==> config.mk <==
export PLATFORM = sky130hd
export DESIGN_NAME = mem_access_unit
export DESIGN_NICKNAME = d
export VERILOG_FILES = /design/src/rtl/mem_access_unit_pkg.sv /design/src/rtl/mem_access_unit.sv
export SDC_FILE = /design/constraint.sdc
export NUM_CORES = 1
export LEC_CHECK = 0
export CORE_MARGIN = 2
export CORE_UTILIZATION = 42
export CTS_CLUSTER_DIAMETER = 200
export DETAILED_ROUTE_END_ITERATION = 16
export GPL_TIMING_DRIVEN = 0
export PLACE_DENSITY_LB_ADDON = 0.12
export SYNTH_ARGS = -nofsm -noshare
export SYNTH_HDL_FRONTEND = slang
export SYNTH_SLANG_ARGS = --single-unit
==> constraint.sdc <==
create_clock -name clk_i -period 4.9 [get_ports clk_i]
set_input_delay 0.49 -clock clk_i [delete_from_list [all_inputs] [get_ports clk_i]]
set_output_delay 0.49 -clock clk_i [all_outputs]
set_load 0.1 [all_outputs]
==> src/rtl/mem_access_unit_pkg.sv <==
// Shared types and constants for the MEM-stage access unit.
// Holds the FSM state encoding, default timeout and counter width.
package mem_access_unit_pkg;

    typedef enum logic {
        IDLE   = 1'b0,
        ACCESS = 1'b1
    } mau_state_e;

    localparam int TIMEOUT_CYCLES_DEFAULT = 16;
    localparam int CNT_W                  = 8;

endpackage : mem_access_unit_pkg

==> src/rtl/mem_access_unit.sv <==
// MEM stage with a handshake to a variable-latency backing memory.
// Stalls the front of the pipeline while a request is in flight and aborts on timeout.
module mem_access_unit
    import mem_access_unit_pkg::*;
#(
    parameter int TIMEOUT_CYCLES = TIMEOUT_CYCLES_DEFAULT
) (
    input  logic        clk_i,
    input  logic        rst_i,
    input  logic        RegWrite_i,
    input  logic        MemWrite_i,
    input  logic        MemRead_i,
    input  logic        MemtoReg_i,
    input  logic [31:0] ALU_Result_i,
    input  logic [31:0] muxBresult_i,
    input  logic [4:0]  RDaddr_i,
    output logic        mem_req_o,
    output logic        mem_we_o,
    output logic [31:0] mem_addr_o,
    output logic [31:0] mem_wdata_o,
    input  logic        mem_ack_i,
    input  logic [31:0] mem_rdata_i,
    output logic        stall_o,
    output logic        RegWrite_o,
    output logic        MemtoReg_o,
    output logic [31:0] ReadData_o,
    output logic [31:0] ALU_Result_o,
    output logic [4:0]  RDaddr_o,
    output logic        err_o
);

    mau_state_e        state_reg;
    logic [CNT_W-1:0]  cnt_reg;
    logic              mem_req_reg;
    logic              mem_we_reg;
    logic [31:0]       mem_addr_reg;
    logic [31:0]       mem_wdata_reg;
    logic              err_reg;
    logic              reg_write_reg;
    logic              mem_to_reg_reg;
    logic [31:0]       read_data_reg;
    logic [31:0]       alu_result_reg;
    logic [4:0]        rd_addr_reg;

    logic memop;
    logic aligned;
    logic timeout_hit;

    assign memop       = MemRead_i | MemWrite_i;
    assign aligned     = (ALU_Result_i[1:0] == 2'b00);
    assign timeout_hit = (cnt_reg == CNT_W'(TIMEOUT_CYCLES - 1));

    // Stall drops in the final ACCESS cycle (ack or timeout) so the
    // pipeline advances on the same edge that retires the access.
    always_comb begin
        stall_o = 1'b0;
        if (!rst_i) begin
            case (state_reg)
                IDLE:    stall_o = memop & aligned;
                ACCESS:  stall_o = !mem_ack_i && !timeout_hit;
                default: stall_o = 1'b0;
            endcase
        end
    end

    always_ff @(posedge clk_i or posedge rst_i) begin
        if (rst_i) begin
            state_reg      <= IDLE;
            cnt_reg        <= '0;
            mem_req_reg    <= 1'b0;
            mem_we_reg     <= 1'b0;
            mem_addr_reg   <= '0;
            mem_wdata_reg  <= '0;
            err_reg        <= 1'b0;
            reg_write_reg  <= 1'b0;
            mem_to_reg_reg <= 1'b0;
            read_data_reg  <= '0;
            alu_result_reg <= '0;
            rd_addr_reg    <= '0;
        end else begin
            err_reg <= 1'b0;
            case (state_reg)
                IDLE: begin
                    if (memop) begin
                        // Any memop leaves a bubble in MEM/WB; result arrives on ack.
                        reg_write_reg  <= 1'b0;
                        mem_to_reg_reg <= 1'b0;
                        rd_addr_reg    <= '0;
                        if (aligned) begin
                            state_reg     <= ACCESS;
                            cnt_reg       <= '0;
                            mem_req_reg   <= 1'b1;
                            mem_we_reg    <= MemWrite_i;
                            mem_addr_reg  <= ALU_Result_i;
                            mem_wdata_reg <= muxBresult_i;
                        end else begin
                            err_reg <= 1'b1;
                        end
                    end else begin
                        reg_write_reg  <= RegWrite_i;
                        mem_to_reg_reg <= MemtoReg_i;
                        alu_result_reg <= ALU_Result_i;
                        rd_addr_reg    <= RDaddr_i;
                    end
                end
                ACCESS: begin
                    if (mem_ack_i) begin
                        state_reg      <= IDLE;
                        mem_req_reg    <= 1'b0;
                        mem_we_reg     <= 1'b0;
                        reg_write_reg  <= RegWrite_i;
                        mem_to_reg_reg <= MemtoReg_i;
                        alu_result_reg <= ALU_Result_i;
                        rd_addr_reg    <= RDaddr_i;
                        if (!mem_we_reg) begin
                            read_data_reg <= mem_rdata_i;
                        end
                    end else if (timeout_hit) begin
                        state_reg      <= IDLE;
                        mem_req_reg    <= 1'b0;
                        mem_we_reg     <= 1'b0;
                        err_reg        <= 1'b1;
                        reg_write_reg  <= 1'b0;
                        mem_to_reg_reg <= 1'b0;
                        rd_addr_reg    <= '0;
                    end else begin
                        cnt_reg        <= cnt_reg + CNT_W'(1);
                        reg_write_reg  <= 1'b0;
                        mem_to_reg_reg <= 1'b0;
                        rd_addr_reg    <= '0;
                    end
                end
                default: state_reg <= IDLE;
            endcase
        end
    end

    assign mem_req_o    = mem_req_reg;
    assign mem_we_o     = mem_we_reg;
    assign mem_addr_o   = mem_addr_reg;
    assign mem_wdata_o  = mem_wdata_reg;
    assign err_o        = err_reg;
    assign RegWrite_o   = reg_write_reg;
    assign MemtoReg_o   = mem_to_reg_reg;
    assign ReadData_o   = read_data_reg;
    assign ALU_Result_o = alu_result_reg;
    assign RDaddr_o     = rd_addr_reg;

endmodule : mem_access_unit
**Yosys cells after proc, flatten, opt, wreduce, memory -nomap -nowiden**

Cells that the tools add are included.

- Bits in registers: 147
- Output and inout bits: 139

- Add/subtract/negate cells: 1
- Eq/ne operators: 8
- Mux-type cells: 37
- Bitwise logic cells: 4
- Reduce and logical (&&, ||, !) cells: 9

Operator list:

| kind | number |
|---|---|
| 32-bit two-way mux | 2 |
| 32-bit one-hot mux with 2 select lines | 1 |
| 8-bit two-way mux | 4 |
| 1-bit two-way mux | 19 |
| 8-bit one-hot mux with 2 select lines | 1 |
| 1-bit one-hot mux with 2 select lines | 7 |
| 2-bit inequality test, second input constant | 6 |
| 5-bit two-way mux | 2 |
| 5-bit one-hot mux with 2 select lines | 1 |
| 3-bit AND reduction | 3 |
| 8-bit by 1-bit adder with 8-bit output, second input constant | 1 |
| 8-bit by 4-bit equality test with 1-bit output, second input constant | 1 |
| 4-bit AND reduction | 1 |
| 3-bit by 2-bit inequality test with 1-bit output, second input constant | 1 |
| 1-bit logical NOT | 2 |
| 2-bit logical NOT | 1 |
| 1-bit NOT | 2 |
| 2-bit AND reduction | 1 |
| 1-bit bitwise AND | 1 |
| 1-bit logical AND | 1 |
| 1-bit OR | 1 |

**Longest topological paths before layout**

- Depth in word-level cells: 5
- Depth in mapped cells: 7
- Mapped depth without buffers: 5

**Worst setup path after synthesis**

OpenSTA, ideal clock, no wires.

- Path type: input to output
- From: in rst_i
- To: out stall_o
- Data arrival time: 4.577 ns
- Slack: -0.167 ns
- Stages: 2
- Path buffers: 0
- Path through: inv_1 > and2_1

- Cells in the longest elaborated chain, start to end: 1

Ends and longest elaborated chain:

| item | RTL line | text |
|---|---|---|
| from (decl) | mem_access_unit.sv:9 | `input logic rst_i,` |
| 1-bit two-way mux | mem_access_unit.sv:57 | `if (!rst_i) begin` |
| to (decl) | mem_access_unit.sv:23 | `output logic stall_o,` |

No other way between the ends.

**Final worst setup path**

- From: reg cnt_reg[0]
- To: out stall_o

- Cells in the longest elaborated chain, start to end: 5

Ends and longest elaborated chain:

| item | RTL line | text |
|---|---|---|
| from (decl) | mem_access_unit.sv:33 | `logic [CNT_W-1:0] cnt_reg;` |
| from (signal assigned) | mem_access_unit.sv:127 | `cnt_reg <= cnt_reg + CNT_W'(1);` |
| 8-bit by 4-bit equality test with 1-bit output | mem_access_unit.sv:51 | `assign timeout_hit = (cnt_reg == CNT_W'(TIMEOUT_CYCLES - 1));` |
| 1-bit logical NOT | mem_access_unit.sv:60 | `ACCESS: stall_o = !mem_ack_i && !timeout_hit;` |
| 1-bit logical AND | mem_access_unit.sv:60 |  |
| 1-bit one-hot mux with 2 select lines | mem_access_unit.sv:58 | `case (state_reg)` |
| 1-bit two-way mux | mem_access_unit.sv:57 |  |

No other way between the ends.

==> flow_metrics.py <==
metrics = {
    "status": {
        "run_status": "complete, no violations",
    },
    "die": {
        "initial_utilization": 0.429,
        "fp.dieArea_um2": 14400,
        "die_h_um": 120,
        "core_um2": 13200,
        "boundaryPins": 247,
        "rows": 42,
        "die_x_um": 120,
    },
    "global_routing": {
        "grt_antenna_before_repair": 0,
        "grt_remaining_overflow": 0,
        "grt_pass1_vias": 4186,
        "grt_use_total": 0.207,
        "grt_max_degree": 41,
        "grt_first_pass_wirelength_mm": 22.6,
    },
    "synth": {
        "ys_top_cells_by_area": "dfrtp_1 65%, mux2_1 25%, buf_6 1.4%",
        "ys_types": 34,
        "ys_ff_latch": 147,
        "netlist_instances": 357,
        "syn-num-nets": 466,
        "synth_top_area_frac": 0.650,
        "synth.cell_area_um2": 5660,
        "yosysWarnings": 0,
        "ys_seq_area_frac": 0.650,
        "avgSynthCellArea_um2": 15.8,
        "synth_largest_area_cell": "dfrtp_1",
    },
    "layout": {
        "fin_nets": 735,
        "fillers": 955,
        "num_antenna_cells": 0,
        "syn_to_final_growth_pct": 60.5,
        "final_util": 0.688,
        "multi_input_area_um2": 1830,
        "layout-drive-gt1-share": 0.0923,
        "seq_area_um2": 3680,
    },
    "setup_path": {
        "r2r_slack_ns": 2.96,
        "r2r_cells": 5,
        "r2r_end": "mem_addr_o[25]",
        "slowest_delay_ns": 1.13,
        "rr_startpoint": "state_reg",
        "path_max_fanout": 10,
        "critPathCaptureType": "output port",
        "crit_slowest_cell": "clkdlybuf4s50_1",
        "cp.arrival_ns": 3.31,
        "crit_buf_inv": 3,
        "required_ns": 4.41,
        "path_delay_family": "buffers and inverters",
        "critPathLaunchType": "register",
        "crit_chain": "ha_1 -> and3_1 -> buf_2 -> a21oi_4 -> or2_1 -> buf_6 -> and2_1 -> clkdlybuf4s50_1",
        "crit_type": "register to output port",
    },
    "timing": {
        "finalCritPeriodShare": 0.775,
        "clock_skew_ns": 0.00407,
        "setup_viol": 0,
        "max_slew_margin": 0.309,
        "rsz0062_at_grt": "false",
        "finalHoldViolCount": 0,
        "period_minus_slack_ns": 3.80,
        "fin_setup_tns_ns": 0,
        "slew_violations": 0,
        "max_freq_mhz": 263,
        "tightest_slew_ns": 1.03,
    },
    "place": {
        "dp_hpwl_mm": 10.8,
        "portBuffers": 246,
        "place_congestion": 0.772,
    },
    "clocking": {
        "clk_path_buf_depth": 2,
        "cts.sinks": 147,
        "numCtsBuffers": 17,
        "cts_root_buffer": "clkbuf_16",
        "worstSkewPairLatency_ns": 0.41,
        "postCtsSetupRepairBufs": 0,
        "cts_tree": "built",
        "cts.clk_slew.worst_paths_ns": 0.06,
        "postCtsResizedCells": 0,
        "holdBufCountCts": 0,
        "ctsHtreeMaxLevel": 4,
    },
    "routing": {
        "drc": 0,
        "num_vias": 3939,
        "drt_pass1_iterations": 4,
        "first_iter_violations": 178,
        "ant_nets": 0,
        "wl_per_cell_um": 17.5,
        "vias_per_cell": 4.83,
        "drt_wl_total_mm": 14.3,
    },
    "min_path": {
        "hold_path.class": "register to register",
        "hold_start": "mem_wdata_o[3]",
        "holdPathStages": 1,
        "min_to": "mem_wdata_o[3]",
    },
    "power": {
        "p_leak_nw": 3.81,
        "irDropWorstVdd_mv": 0.471,
        "powerDensity_nw_per_um2": 715,
    },
    "run": {
        "max_cap_viol_count": 0,
    },
}
[how the worst max path moves through the flow]
stage,slack (ns),startpoint,end,cells past startpoint
5_1_grt,0.97,cnt_reg[0],stall_o,8
2_1_floorplan,0.99,rst_i,stall_o,2
3_5_place_dp,1.42,mem_ack_i,stall_o,7
4_1_cts,1.09,cnt_reg[0],stall_o,8
3_3_place_gp,-0.95,rst_i,stall_o,4
6_report,1.10,cnt_reg[0],stall_o,8
[stage by stage]
| stage | instance area, um2 | hold WS (ns) | worst slack [ns] | cells | power, W |
|---|---|---|---|---|---|
| 2_1_floorplan | 5660 | 0.490 | 0.994 | 357 | 0.00425 |
| 3_3_place_gp | 8340 | 0.467 | -0.952 | 779 | 0.00508 |
| 3_5_place_dp | 8430 | 0.474 | 1.42 | 783 | 0.00514 |
| 4_1_cts | 9080 | 0.486 | 1.09 | 815 | 0.00655 |
| 5_1_grt | 9080 | 0.497 | 0.969 | 815 | 0.00671 |
| 6_report | 9080 | 0.481 | 1.10 | 815 | 0.00649 |
[power by group]
group | switching, W | internal [W]
clock network | 0.000473 | 0.000919
registers | 0.000165 | 0.00153
logic | 0.00263 | 0.000774
[per-layer routing]
metal  vias up  share of wire  track usage
met5         -              0            0
met4         0          0.019       0.0801
met3        22          0.089       0.0841
met2       167           0.52        0.358
met1      1940           0.37        0.227
li1       1810              -            -
[layout by cell type, fill, tap and decap left out, types with 3 or more instances in the layout]
master and instances:
a21oi_1 3, buf_12 3, buf_2 11, buf_6 7, bufinv_16 4, clkbuf_1 3, clkbuf_16 17, clkbuf_8 5
clkdlybuf4s50_1 246, dfrtp_1 147, inv_1 3, mux2_1 126, nand2_1 9, nand3_1 4, nor2_1 4, nor2b_1 9
o21ai_1 3
[cells in the mapped netlist]
library cell and instances:
a21o_1 1, a21oi_1 3, a21oi_4 1, a31oi_1 2, a31oi_2 2, a32oi_1 1
a41oi_1 2, and2_1 1, and3_1 2, buf_2 11, buf_6 7, clkbuf_1 1
dfrtp_1 147, ha_1 1, inv_1 4, mux2_1 126, mux2i_1 1, nand2_1 9
nand2b_1 1, nand3_1 4, nand3b_1 1, nand4_1 2, nor2_1 4, nor2b_1 9
nor3_1 2, nor4_1 1, nor4_4 1, o211ai_1 1, o211ai_2 1, o21ai_0 2
o21ai_1 3, o221ai_2 1, o32ai_1 1, or2_1 1
[cell type report]
| cell class | instances | area share |
|---|---|---|
| Timing Repair Buffer | 250 | 0.281 |
| Sequential cell | 147 | 0.405 |
| Multi-Input combinational cell | 187 | 0.201 |
| Tap cell | 176 | 0.0243 |
| Buffer | 19 | 0.0152 |
| Clock inverter | 8 | 0.0161 |
| Clock buffer | 24 | 0.0553 |
| Inverter | 4 | 0.00207 |
[worst register-to-register path, stage by stage (launching register included)]
cell and delay, ns:
dfrtp_1 0.35, buf_2 0.16, nor4_1 0.33, buf_2 0.41
buf_6 0.22, mux2_1 0.34
[kinds of logic after synthesis]
family,after synthesis,share of synthesized area
AOI/OAI and AO/OA,21,0.0303
DFF,147,0.650
adders and majority gates,1,0.00221
buffers and inverters,23,0.0270
and+or+nand+nor,38,0.0378
muxes,127,0.253
Power figures use the tool's default switching activity.
